## src/rtl/alu_share_arbiter.sv

```systemverilog
`timescale 1ns/1ps
// alu_share_arbiter
// Shares one combinational ALU between two requesters. Requests are
// arbitrated round-robin, their operands latched, the ALU result captured
// one cycle later and returned on the winner's response channel. Only one
// operation is in flight at a time.
//
// Ports:
//   clk, rst_n                 clock, asynchronous active-low reset
//   req_valid/req_ready [1:0]  per-requester request handshake
//   req_op1_x/req_op2_x/req_sel_x  requester x operands and function select
//   resp_valid/resp_ready [1:0]    per-requester response handshake
//   resp_data                  result for the asserted resp_valid bit
//   alu_operand1/2, alu_sel    to the shared ALU (always the latched values)
//   alu_result                 from the shared ALU
//   busy                       high whenever an operation is in flight
module alu_share_arbiter #(
  parameter int WIDTH = 32,
  parameter int SEL_W = 4
) (
  input  logic             clk,
  input  logic             rst_n,
  input  logic [1:0]       req_valid,
  output logic [1:0]       req_ready,
  input  logic [WIDTH-1:0] req_op1_0,
  input  logic [WIDTH-1:0] req_op2_0,
  input  logic [SEL_W-1:0] req_sel_0,
  input  logic [WIDTH-1:0] req_op1_1,
  input  logic [WIDTH-1:0] req_op2_1,
  input  logic [SEL_W-1:0] req_sel_1,
  output logic [1:0]       resp_valid,
  input  logic [1:0]       resp_ready,
  output logic [WIDTH-1:0] resp_data,
  output logic [WIDTH-1:0] alu_operand1,
  output logic [WIDTH-1:0] alu_operand2,
  output logic [SEL_W-1:0] alu_sel,
  input  logic [WIDTH-1:0] alu_result,
  output logic             busy
);

  typedef enum logic [1:0] {
    IDLE = 2'd0,
    EXEC = 2'd1,
    RESP = 2'd2
  } state_t;

  state_t           state_q;
  logic [WIDTH-1:0] op1_q;
  logic [WIDTH-1:0] op2_q;
  logic [SEL_W-1:0] sel_q;
  logic [WIDTH-1:0] result_q;
  logic             owner_q;
  logic             rr_ptr_q;

  logic             grant_d;
  logic [1:0]       grant_oh_d;
  logic             accept_d;

  // Grant is resolved combinationally while idle; rr_ptr only matters on a tie.
  always_comb begin
    grant_d    = (req_valid == 2'b11) ? rr_ptr_q : req_valid[1];
    grant_oh_d = grant_d ? 2'b10 : 2'b01;
    req_ready  = '0;
    // rst_n gating keeps ready low for the whole reset window, not just after it.
    if (rst_n && (state_q == IDLE) && (req_valid != 2'b00)) begin
      req_ready = grant_oh_d;
    end
    accept_d = |(req_valid & req_ready);
  end

  always_ff @(posedge clk or negedge rst_n) begin
    if (!rst_n) begin
      state_q  <= IDLE;
      op1_q    <= '0;
      op2_q    <= '0;
      sel_q    <= '0;
      result_q <= '0;
      owner_q  <= 1'b0;
      rr_ptr_q <= 1'b0;
    end else begin
      case (state_q)
        IDLE: begin
          if (accept_d) begin
            op1_q   <= grant_d ? req_op1_1 : req_op1_0;
            op2_q   <= grant_d ? req_op2_1 : req_op2_0;
            sel_q   <= grant_d ? req_sel_1 : req_sel_0;
            owner_q <= grant_d;
            state_q <= EXEC;
          end
        end
        EXEC: begin
          result_q <= alu_result;
          state_q  <= RESP;
        end
        RESP: begin
          // Only the owner's ready completes the response.
          if (resp_ready[owner_q]) begin
            rr_ptr_q <= ~owner_q;
            state_q  <= IDLE;
          end
        end
        default: state_q <= IDLE;
      endcase
    end
  end

  assign alu_operand1 = op1_q;
  assign alu_operand2 = op2_q;
  assign alu_sel      = sel_q;
  assign resp_data    = result_q;
  assign resp_valid   = (state_q == RESP) ? (owner_q ? 2'b10 : 2'b01) : 2'b00;
  assign busy         = (state_q != IDLE);

endmodule

```

## config.mk

```make
export PLATFORM = sky130hd
export DESIGN_NAME = alu_share_arbiter
export DESIGN_NICKNAME = d
export VERILOG_FILES = /design/src/rtl/alu_share_arbiter.sv
export SDC_FILE = /design/constraint.sdc
export NUM_CORES = 1
export LEC_CHECK = 0
export BUFFER_PORTS_ARGS = -buffer_cell sky130_fd_sc_hd__buf_2
export CAP_MARGIN = 20
export CORE_AREA = 2 2 107 109
export DETAILED_ROUTE_END_ITERATION = 8
export DIE_AREA = 0 0 109 111
export PLACE_DENSITY = 0.89
export REMOVE_ABC_BUFFERS = 1
export SLEW_MARGIN = 10
export SYNTH_ARGS = -nofsm -noshare
export SYNTH_HDL_FRONTEND = slang
export SYNTH_SLANG_ARGS = --single-unit
```

## constraint.sdc

```tcl
create_clock -name clk -period 2 [get_ports clk]
set_input_delay 0.2 -clock clk [delete_from_list [all_inputs] [get_ports clk]]
set_output_delay 0.2 -clock clk [all_outputs]
set_load 0.02 [all_outputs]
```

### After elaboration in Yosys (flattened, before gate mapping)

Index checks and enable logic that the tools add are counted.

* register bits after elaboration: 104
* input bits: 174

* order comparisons: 1
* equal/unequal tests: 5
* muxes and demuxes: 13
* bitwise operators: 2
* reductions and logical operators: 9

Operator list (number)
* 32-bit 2-to-1 mux: 2
* 2-bit 2-to-1 mux: 6
* 2-bit case mux with 3 select lines: 1
* 2-bit AND reduction: 3
* 2-bit == test (second input constant): 2
* 4-bit 2-to-1 mux: 1
* 2-bit != test (second input constant): 2
* 2-bit nonzero test: 2
* 1-bit 2-to-1 mux: 3
* 2-bit AND: 1
* 2-bit by 1-bit == test with 1-bit output (second input constant): 1
* 1-bit logical AND: 2
* 2-bit logical NOT: 1
* 1-bit by 2-bit less-than comparator with 1-bit output (second input constant): 1
* 2-bit OR reduction: 1
* 1-bit inverter: 1

### Depth between registers and ports, before layout

* depth in word-level cells: 8
* gate-level depth with buffers: 6

### Least setup slack after synthesis

OpenSTA, ideal clock, no wires.

* path type: register to output
* start: register state_q[0]
* end: output port req_ready[1]
* data arrival time: 1.698 ns
* setup slack: 0.102 ns
* stages on the path, launching flop included: 6
* path buffers: 3
* cells stage by stage: dfrtp_1 > or3b_1 > buf_2 > buf_6 > buf_6 > nor3b_1

* cells in the longest elaborated chain, start to end: 4

Ends and longest elaborated chain
* start, declared: RTL line 47 `state_t state_q;`
* start signal, assigned: RTL line 73 `state_q <= IDLE;`
* start signal, assigned: RTL line 88 `state_q <= EXEC;`
* start signal, assigned: RTL line 93 `state_q <= RESP;`
* 2-bit logical NOT: RTL line 65 `if (rst_n && (state_q == IDLE) && (req_valid != 2'b00)) begin`
* 1-bit logical AND (2 in a row): RTL line 65
* 2-bit 2-to-1 mux: RTL line 65
* end, declared: RTL line 24 `output logic [1:0] req_ready,`

Every way passes these cells.

### Worst setup path after layout

* start: register state_q[1]
* end: output port req_ready[0]

Same word-level chain as after synthesis.

==> summary.md <==
| Metric | Value |
|---|---|
| Htree depth | `3` |
| Status | `finished clean` |
| # clock sinks | `104` |
| Worst Path Arrival | `1.72 ns` |
| Leak | `3.28 nW` |
| Worst path required time | `1.80 ns` |
| Critical path's slowest cell | `dfrtp_1` |
| DIE HEIGHT | `111 um` |
| Total CTS buffers | `9` |
| Largest net degree at the start of global routing | `65` |
| DP Wirelength | `9890 um` |
| Relative slew slack | `55.8%` |
| Initial Util | `41.5%` |
| Core area | `11100 um^2` |
| Die footprint | `12100 um^2` |
| Slew @ Worst Pin | `0.663 ns` |
| Reg2Reg Setup Slack | `0.38 ns` |
| Worst VDD drop | `791 uV` |
| Number of antenna violations at the first check in global routing | `1` |
| Highest metal used | `met5` |
| Synthesis Warnings | `0` |
| Power Dens Cells | `1520 nW/um^2` |
| Reg-to-Reg Start | `state_q[0]` |
| DRT met1 WL | `5470 um` |
| Critical path endpoint category | `output pin` |
| Register clock-pin slew on the reported worst setup and hold paths | `0.07 ns` |
| Critical path class | `reg -> out` |
| Worst reg-to-reg path cell count | `4` |
| Final hold vios | `0` |
| Yosys cell types | `23` |
| Setup ws final | `0.0813 ns` |
| Layout cell share with drive strength beyond 1 | `52.8%` |
| Std cell rows | `39` |
| Max incr delay on CP | `0.44 ns` |
| Setup crit start kind | `register` |
| First-pass GRT wire length | `20500 um` |
| Max-cap violation count | `0` |
| CP max FO | `27` |
| Synth area leaders | `dfrtp_1 57%, a221o_1 15%, mux2_2 7.8%` |
| Fin crit share | `95.9%` |
| Dominant cell type by area after synthesis | `dfrtp_1` |
| Skew final | `0.00876 ns` |
| I/O pins | `279` |
| Post-synthesis sequential area ratio | `56.6%` |
| WL final | `13800 um` |
| CTS tree | `built` |
| Number of vias per cell | `5.40` |
| Crit-path cells | `nor3b_2 > and3_4 > buf_12 > buf_4` |
| Total GRT Usage | `21.7%` |
| Port buffer count | `278` |
| Final min period | `1.92 ns` |
| Avg Inst Size Synth | `11.3 um^2` |
| Final GP Congestion | `0.797` |
| Mapped Cells | `406` |
| Met2 wire length | `7010 um` |
| RSZ-0062 raised after global routing | `false` |
| Area share of the largest cell type after synthesis | `56.6%` |
| Antenna Cells | `0` |
| Drt first pass iters | `4` |
| Metal3 WL | `1080 um` |
| DRC errors left | `0` |
| Fmax | `0.521 GHz` |
| Hold crit path type | `in -> async` |
| Mapped cell area | `4600 um^2` |
| Clock Path Buffers | `2` |
| Avg WL per Cell | `16.9 um` |
| Vias in the first global route | `4106` |
| Area Overhead vs Synth | `40.6%` |
| Worst skew pair latency | `0.34 ns` |
| Die Wd | `109 um` |
| Root Driver | `clkbuf_16` |
| Reg-to-reg endpoint | `alu_operand2[8]` |
| Detailed Route Iter0 Violations | `249` |
| Nets@finish | `840` |
| Sum Neg Setup Slack | `0 ns` |
| Slew Limit Fails | `0` |
| Dpl ws | `0.214 ns` |
| Total grt overflow | `0` |
| Endpoints failing setup | `0` |
| Post-synthesis register bit count | `104` |
| ANT nets after route | `0` |
| Vias | `4392` |
[worst max-delay path, delay by kind of cell, from the launching register on]
family                 cells  cell delay (ns)
AND/OR/NAND/NOR            2             0.57
buffers and inverters      2             0.35
flip-flops                 1             0.44
[sequential cells by signal (all words and copies together) (netlist names)]
signal        count
alu_operand2     32
state_q           2
alu_operand1     32
resp_data        32
rr_ptr_q          1
owner_q           1
alu_sel           4
[cell usage after synthesis]
library cell    n
or3b_1          1
a21oi_1         2
inv_1           4
buf_6           2
clkbuf_1       25
nor2b_1         1
a31oi_1         1
nor3_1         59
clkbuf_2        1
nand2_1        69
nand2b_1        2
buf_1           2
o21ai_1         1
nor2_1          3
nor3b_1         2
mux2_2         32
or2_2           1
buf_2          13
dfrtp_1       104
nor3_2          9
o21ai_0         3
and3_1          1
a221o_1        68
[power breakdown]
group	switching (mW)	internal, mW	total [mW]
logic	2.63	1.87	4.50
clock network	0.756	0.849	1.61
registers	0.593	3.11	3.71
[layout by cell type (no fill, tap or decap)]
cell type / n
nand2b_1: 2
a21oi_1: 2
nor3_2: 9
or2_2: 1
inv_6: 2
buf_2: 276
clkinvlp_4: 2
buf_4: 10
a221o_1: 68
inv_1: 4
nor3b_1: 1
and3_4: 1
buf_12: 5
o21ai_0: 3
nor2b_4: 1
nor2_1: 3
clkinv_2: 2
o21ai_4: 1
nand2_1: 69
a31oi_1: 1
clkbuf_1: 1
dfrtp_1: 104
mux2_2: 32
nor3b_2: 1
or3b_4: 1
nor3_1: 59
clkbuf_16: 10
[layer usage]
layer	global-route usage, %	vias to the layer above
li1	-	2027
met1	26.7	2097
met2	38.0	247
met3	4.12	19
met4	7.01	2
met5	0	-
[worst max path at each step]
stage | start | endpoint | slack, ns
after floorplan | rr_ptr_q | req_ready[1] | -1.67
after global placement | state_q[0] | req_ready[0] | 0.24
after detailed placement | state_q[0] | req_ready[0] | 0.21
after CTS | state_q[1] | req_ready[0] | 0.01
after global routing | state_q[1] | req_ready[0] | 0.02
final | state_q[1] | req_ready[0] | 0.08
[per-stage QoR]
step	util (%)	cells	power, mW	cell area (um^2)	hold WS (ns)
floorplan	-	363	6.39	4410	-0.0956
global placement	55.6	797	8.08	6160	0.421
detailed placement	55.6	797	8.22	6160	0.416
CTS	58.1	813	9.86	6440	0.0478
global route	58.4	814	10.3	6470	0.0833
finish	58.4	814	9.81	6470	0.0224
[kinds of logic (layout without fill, tap and decap cells)]
logic type	count (synthesis)	in the layout	synth area share [%]
DFF	104	104	56.6
muxes	32	32	7.83
buffers and inverters	47	312	4.54
and+or+nand+nor	148	148	15.5
AOI/OAI and AO/OA	75	75	15.6
[final cells by class]
cell class,instances,area [um^2]
clock buffers,10,229
clock inverters,6,42.5
fillers,946,4610
inverters,4,15.0
multi-input cells,255,1820
flip-flops and latches,104,2600
well taps,143,179
repair buffers,292,1580
[what timing repair did]
action,in CTS,in global routing
setup endpoints to repair,2,1
setup buffers,0,0
pin swaps,1,0
cloned,0,1
gates resized for setup,3,1
hold buffers,0,0
No activity file was read; power rests on OpenSTA's default activity.
